File: src/rtl/ysyx_040066_mem_stage.sv
// Memory stage of the ysyx_040066 core: latches one EX instruction, runs its data-memory
// transaction, waits for the divider, and hands one record to WB. Define MEM_STAGE_FWD_EN for fwd_* ports.
module ysyx_040066_mem_stage #(
    parameter int XLEN   = 64,
    parameter int ADDR_W = XLEN
) (
    input  logic              clk,
    input  logic              rst,
    input  logic              in_valid,
    output logic              in_ready,
    input  logic [XLEN-1:0]   in_ex_result,
    input  logic [XLEN-1:0]   in_wdata,
    input  logic [XLEN-1:0]   in_nxtpc,
    input  logic [2:0]        in_mem_op,
    input  logic              in_mem_rd,
    input  logic              in_mem_wr,
    input  logic              in_reg_wr,
    input  logic              in_is_mul,
    input  logic              in_is_div,
    input  logic              in_fence_i,
    input  logic              in_error,
    input  logic [4:0]        in_rd,
    input  logic [XLEN-1:0]   mul_result,
    input  logic [XLEN-1:0]   div_result,
    input  logic              div_valid,
    output logic              req_valid,
    input  logic              req_ready,
    output logic              req_wr,
    output logic [ADDR_W-1:0] req_addr,
    output logic [XLEN-1:0]   req_wdata,
    output logic [XLEN/8-1:0] req_wmask,
    output logic [2:0]        req_size,
    input  logic              resp_valid,
    input  logic [XLEN-1:0]   resp_rdata,
    output logic              out_valid,
    input  logic              out_ready,
    output logic              out_reg_wr,
    output logic              out_error,
    output logic              out_fence_i,
    output logic [4:0]        out_rd,
    output logic [XLEN-1:0]   out_data,
    output logic [XLEN-1:0]   out_nxtpc
`ifdef MEM_STAGE_FWD_EN
    ,
    output logic              fwd_valid,
    output logic [4:0]        fwd_rd,
    output logic [XLEN-1:0]   fwd_data
`endif
);

    localparam int MASK_W = XLEN / 8;
    localparam int OFF_W  = $clog2(MASK_W);

    typedef enum logic [1:0] {EMPTY, REQ, RESP, RESULT} state_t;

    typedef struct packed {
        logic [XLEN-1:0] ex_result;
        logic [XLEN-1:0] wdata;
        logic [XLEN-1:0] nxtpc;
        logic [2:0]      mem_op;
        logic            mem_rd;
        logic            mem_wr;
        logic            reg_wr;
        logic            is_mul;
        logic            is_div;
        logic            fence_i;
        logic            error;
        logic [4:0]      rd;
    } rec_t;

    state_t          state_q, state_d;
    rec_t            rec_q, rec_d;
    logic [XLEN-1:0] load_q, load_d;
    logic [OFF_W-1:0] off;
    logic            accept;
    logic            retire;

    function automatic logic misaligned(input logic [OFF_W-1:0] o, input logic [1:0] size);
        case (size)
            2'd0:    misaligned = 1'b0;
            2'd1:    misaligned = o[0];
            2'd2:    misaligned = |o[1:0];
            default: misaligned = (XLEN == 32) ? 1'b1 : |o;
        endcase
    endfunction

    function automatic logic [MASK_W-1:0] lane_mask(input logic [OFF_W-1:0] o, input logic [1:0] size);
        logic [7:0] base;
        case (size)
            2'd0:    base = 8'h01;
            2'd1:    base = 8'h03;
            2'd2:    base = 8'h0F;
            default: base = 8'hFF;
        endcase
        lane_mask = MASK_W'(base) << o;
    endfunction

    // Shift the addressed bytes down to bit 0, then truncate and extend to the access size.
    function automatic logic [XLEN-1:0] load_extend(input logic [XLEN-1:0] rdata,
                                                    input logic [OFF_W-1:0] o,
                                                    input logic [2:0] op);
        logic [XLEN-1:0] sh;
        sh = rdata >> {o, 3'b000};
        case (op[1:0])
            2'd0:    load_extend = op[2] ? XLEN'(sh[7:0])  : XLEN'($signed(sh[7:0]));
            2'd1:    load_extend = op[2] ? XLEN'(sh[15:0]) : XLEN'($signed(sh[15:0]));
            2'd2:    load_extend = op[2] ? XLEN'(sh[31:0]) : XLEN'($signed(sh[31:0]));
            default: load_extend = sh;
        endcase
    endfunction

    assign off       = rec_q.ex_result[OFF_W-1:0];
    assign out_valid = (state_q == RESULT) && (!rec_q.is_div || div_valid);
    assign retire    = out_valid && out_ready;
    assign in_ready  = (state_q == EMPTY) || retire;
    assign accept    = in_valid && in_ready;

    assign req_valid = (state_q == REQ);
    assign req_wr    = rec_q.mem_wr;
    assign req_addr  = ADDR_W'(rec_q.ex_result);
    assign req_wdata = rec_q.wdata << {off, 3'b000};
    assign req_wmask = lane_mask(off, rec_q.mem_op[1:0]);
    assign req_size  = {1'b0, rec_q.mem_op[1:0]};

    assign out_reg_wr  = rec_q.reg_wr && !rec_q.error;
    assign out_error   = rec_q.error;
    assign out_fence_i = rec_q.fence_i && !rec_q.error;
    assign out_rd      = rec_q.rd;
    assign out_nxtpc   = rec_q.nxtpc;

    always_comb begin
        out_data = rec_q.ex_result;
        if (rec_q.mem_rd)      out_data = load_q;
        else if (rec_q.is_mul) out_data = mul_result;
        else if (rec_q.is_div) out_data = div_result;
    end

`ifdef MEM_STAGE_FWD_EN
    assign fwd_valid = out_valid && out_reg_wr && (out_rd != 5'd0);
    assign fwd_rd    = out_rd;
    assign fwd_data  = out_data;
`endif

    always_comb begin
        logic mem_acc;
        logic bad;
        state_d = state_q;
        rec_d   = rec_q;
        load_d  = load_q;
        mem_acc = in_mem_rd || in_mem_wr;
        bad     = mem_acc && misaligned(in_ex_result[OFF_W-1:0], in_mem_op[1:0]);
        case (state_q)
            REQ:     if (req_ready) state_d = RESP;
            RESP: begin
                if (resp_valid) begin
                    state_d = RESULT;
                    if (rec_q.mem_rd) load_d = load_extend(resp_rdata, off, rec_q.mem_op);
                end
            end
            RESULT:  if (retire) state_d = EMPTY;
            default: state_d = EMPTY;
        endcase
        // A new instruction overrides the EMPTY/RESULT transition chosen above.
        if (accept) begin
            rec_d.ex_result = in_ex_result;
            rec_d.wdata     = in_wdata;
            rec_d.nxtpc     = in_nxtpc;
            rec_d.mem_op    = in_mem_op;
            rec_d.mem_rd    = in_mem_rd;
            rec_d.mem_wr    = in_mem_wr;
            rec_d.reg_wr    = in_reg_wr;
            rec_d.is_mul    = in_is_mul;
            rec_d.is_div    = in_is_div;
            rec_d.fence_i   = in_fence_i;
            rec_d.error     = in_error || bad;
            rec_d.rd        = in_rd;
            load_d          = '0;
            state_d         = (mem_acc && !in_error && !bad) ? REQ : RESULT;
        end
    end

    always_ff @(posedge clk) begin
        if (!rst) begin
            state_q <= EMPTY;
            rec_q   <= '0;
            load_q  <= '0;
        end else begin
            state_q <= state_d;
            rec_q   <= rec_d;
            load_q  <= load_d;
        end
    end

endmodule
File: config.mk
export PLATFORM = sky130hd
export DESIGN_NAME = ysyx_040066_mem_stage
export DESIGN_NICKNAME = d
export VERILOG_FILES = /design/src/rtl/ysyx_040066_mem_stage.sv
export SDC_FILE = /design/constraint.sdc
export NUM_CORES = 1
export LEC_CHECK = 0
export CORE_AREA = 2 2 263 265
export DETAILED_ROUTE_END_ITERATION = 10
export DIE_AREA = 0 0 265 267
export HOLD_SLACK_MARGIN = 0.02
export PLACE_DENSITY = 0.49
export SYNTH_ARGS = -nofsm -noshare
export SYNTH_HDL_FRONTEND = slang
export SYNTH_SLANG_ARGS = --single-unit
File: constraint.sdc
create_clock -name clk -period 1.79 [get_ports clk]
set_input_delay 0.2685 -clock clk [delete_from_list [all_inputs] [get_ports clk]]
set_output_delay 0.2685 -clock clk [all_outputs]
set_load 0.005 [all_outputs]
======== Word level (Yosys, flattened, before mapping) ========
Index checks and enable logic that the tools add are counted.
storage, ports and cells
  output and inout bits ................... 279
  register bits after elaboration ......... 273
  input port bits ......................... 406
  logic and storage cells ................. 67
cells by class
  bitwise operators ....................... 1
  muxes and demuxes ....................... 15
  reductions and logical operators ........ 24
  eq/ne operators ......................... 10
  shift-type cells ........................ 3
operator list
  cell                  count
  $mux W64              6
  $pmux W64 S3          1
  $shl A64 B6 Y64       1
  $shr A64 B6 Y64       1
  $pmux W8 S3           1
  $mux W2               5
  $eq A2 B2 Y1 const B  4
  $logic_and A1 B1 Y1   8
  $shl A8 B3 Y8         1
  $eq A2 B1 Y1 const B  3
  $logic_not A2 Y1      3
  $ne A3 B3 Y1 const B  2
  $pmux W2 S3           1
  $reduce_and A3 Y1     2
  $logic_not A1 Y1      4
  $logic_or A1 B1 Y1    4
  $reduce_or A2 Y1      2
  $ne A3 B1 Y1 const B  1
  $pmux W1 S3           1
  $reduce_or A3 Y1      1
  $not A1 Y1            1

======== Longest topological paths before layout ========
  depth in word-level cells ............... 8
  gate-level depth with buffers ........... 9
  gate-level depth less buffers ........... 6

======== Least setup slack after synthesis ========
No wires, ideal clock.
  kind .................................... reg2out
  start point ............................. register rec_q (netlist bit req_addr[2])
  end point ............................... output req_wdata[48]
  data arrival time ....................... 1724 ps
  slack ................................... -202 ps
  data required time ...................... 1521 ps
  cell stages (with the launch flop) ...... 7
  cells stage by stage .................... dfxtp_1 > buf_2 > buf_4 > buf_2 > buf_2 > buf_2 > mux2i_1
between the ends
  cells in the longest elaborated chain, start to end .. 1
RTL lines
  what                      line  text
  start: declaration        72    rec_t rec_q, rec_d;
  start signal: assignment  189   rec_q <= rec_d;
  $shl A64 B6 Y64           121   assign req_wdata = rec_q.wdata << {off, 3'b000};
  end: declaration          30    output logic [XLEN-1:0] req_wdata,
No other way between the ends.

======== Worst setup path after layout ========
  start point ............................. register rec_q (netlist bit req_addr[2])
  end point ............................... output req_wdata[43]
The elaborated chain is that of the path after synthesis.

==> metrics.csv <==
metric;value;unit
clkPwrFrac;20.0;%
hold_slack;0.107;ns
p_comb_share;58.5;%
fin_ws;-0.562;ns
clk_path_buf_depth;3;
p_leak;13.0;nW
syn_nets;2584;
numCtsBuffers;37;
cap_viol_max_count;0;
synth_edf_count;0;
p_switching;14.3;mW
grt_pass1_vias;19800;
coreArea;68000;um^2
track_usage;24.5;%
multi_input_area;12600;um^2
criticalPathCategory;flip-flop to output pin;
status;finished, violations left;
violations;negative setup slack;
p_per_area;1120;nW/um^2
ys_seq_area_share;32.6;%
die_h;267;um
cts_tree;done;
power_frac_seq;21.5;%
synthArstFlopShare;0;%
rsz0062_at_grt;true;
drc;0;
synth_area;16800;um^2
ff_latch_area;5490;um^2
cts-root-buf;clkbuf_16;
grt_start_max_net_pins;76;
final_common_cell;clkdlybuf4s50_1;
syn_area_per_cell;7.72;um^2
netlist_instances;2174;
arrival;2.08;ns
ir_drop;763;uV
internal_power;23.1;mW
pin_count;685;
antenna_found_initial;9;
ys_ff_latch;273;
dieArea;70800;um^2
viasPerCell;4.88;
cp-start-kind;flip-flop;
num_vias;19600;
timing.fmax;425;MHz
swShare;38.2;%
timing.final.max_slew_violations;0;
setup_violations;433;
rows;96;
fp.dieW;265;um
area.growth.synth_to_final;98.3;%
start_util;24.7;%
place_congestion;0.919;
grt_pass1_wl;129000;um
drt_pass1_iterations;6;
nFillCells;6430;
postRouteAntennaNets;0;
cp.required;1.52;ns
drt_wl_total;96300;um
design_area;33300;um^2
post_dp_cell_area;25900;um^2
min_period;2.35;ns
end_kind;output pin;
first_iter_violations;819;
io_buffers;683;
ys_types;49;
htree_levels;2;
fin_crit_sh;131;%
clk_latency;0.57;ns
clock_skew;0.0350;ns
num-nets-final;3519;
clk_pin_slew;0.07;ns
finalHoldViolations;0;
hold_class;input port to flip-flop;
synth_flop_cell;dfxtp_1;
yosys_warnings;0;
drive_gt1_share;42.8;%
path_max_fanout;7;
grt.overflow.total;0;
place_hpwl;65500;um
clock-sinks;273;
layout_common_cells;clkdlybuf4s50_1, nand2_1, buf_4;
wl_per_cell;24.0;um
-- layer usage --
metal | global-route usage (%) | wire, um
met1 | 26.3 | 36000
met2 | 46.2 | 50500
met3 | 6.78 | 6620
met4 | 7.54 | 3130
met5 | 0 | 60
-- layout make-up --
type,count,area share [%]
Antenna cell,1,0.00752
Clock buffer,49,3.23
Clock inverter,13,0.350
Inverter,11,0.147
Multi-Input combinational cell,1569,37.9
Sequential cell,273,16.5
Tap cell,882,3.32
Timing Repair Buffer,1217,38.6
-- worst max-delay path, cell delays in order (launching register included) --
cell and delay (ns):
dfxtp_4 0.47, buf_6 0.14, buf_8 0.11, buf_12 0.11
mux2_4 0.30, a21oi_2 0.13, o22ai_2 0.10, buf_2 0.15
-- path summary, 6_finish.rpt --
path              slack (ns)  cells after the start            end          start
hold reg to reg         0.46                      2  out_nxtpc[41]  out_nxtpc[41]
hold / removal          0.11                      2       rec_q[8]            rst
setup / recovery       -0.56                      7  req_wdata[43]    req_addr[2]
setup reg to reg       -0.49                      9     load_q[38]    req_addr[0]
-- metrics by stage --
| stage | setup TNS, ns | power, mW | worst slack, ns | util [%] | instances |
|---|---|---|---|---|---|
| final | -149.05 | 37.4 | -0.562 | 49.0 | 4015 |
| after global routing | -180.68 | 39.0 | -0.636 | 49.0 | 4015 |
| after CTS | -132.04 | 33.0 | -0.598 | 44.3 | 3936 |
| after detailed placement | -138.44 | 22.3 | -0.739 | 38.0 | 3737 |
| after global placement | -126.33 | 22.2 | -0.798 | 38.0 | 3737 |
| after floorplan | -0.209 | 14.2 | -0.00633 | - | 2174 |
-- timing repair --
item,4_1_cts,5_1_grt
endpoints found under the setup margin,433,442
gates resized for setup,1114,745
buffers inserted,140,74
gates cloned,25,31
pin swaps,114,409
hold buffers,0,0
-- state kept, by name, indices dropped and copies added, names as in the netlist --
signal,count
state_q,2
load_q,64
req_wr,1
out_rd,5
req_size,2
req_addr,64
out_nxtpc,64
rec_q,70
out_error,1
-- kinds of logic after synthesis --
family | Yosys count | synth area share, %
compound gates | 538 | 21.3
buf+inv | 332 | 11.4
mux | 241 | 15.8
fa+ha+maj | 4 | 0.298
flops | 273 | 32.6
other cells | 1 | 0.0223
simple gates | 785 | 18.7
-- synth_stat cells (9+ instances only) --
library cell / number / area share (%)
clkbuf_1: 101 / 2.3
a211oi_1: 67 / 3.0
o21ai_0: 94 / 2.8
nand2_1: 541 / 12
buf_2: 54 / 1.6
mux4_2: 16 / 2.1
nor2b_1: 16 / 0.60
mux2_2: 25 / 1.7
mux2i_1: 199 / 12
a21boi_0: 189 / 8.5
nor2_1: 179 / 4.0
o22ai_1: 32 / 1.2
buf_4: 148 / 6.6
inv_1: 10 / 0.22
dfxtp_1: 273 / 33
buf_1: 13 / 0.29
a21oi_1: 103 / 3.1
a21boi_1: 18 / 0.80
or3_1: 9 / 0.34
and2_1: 10 / 0.37
-- power groups by stage --
stage                     Sequential (mW)  Combinational (mW)  Clock, mW
after floorplan                      7.57                6.65          0
after global placement               7.87                14.3          0
after detailed placement             7.90                14.4          0
after CTS                            7.81                17.5       7.62
after global routing                 8.13                23.0       7.86
final                                8.04                21.9       7.46
Power figures use the tool's default switching activity.
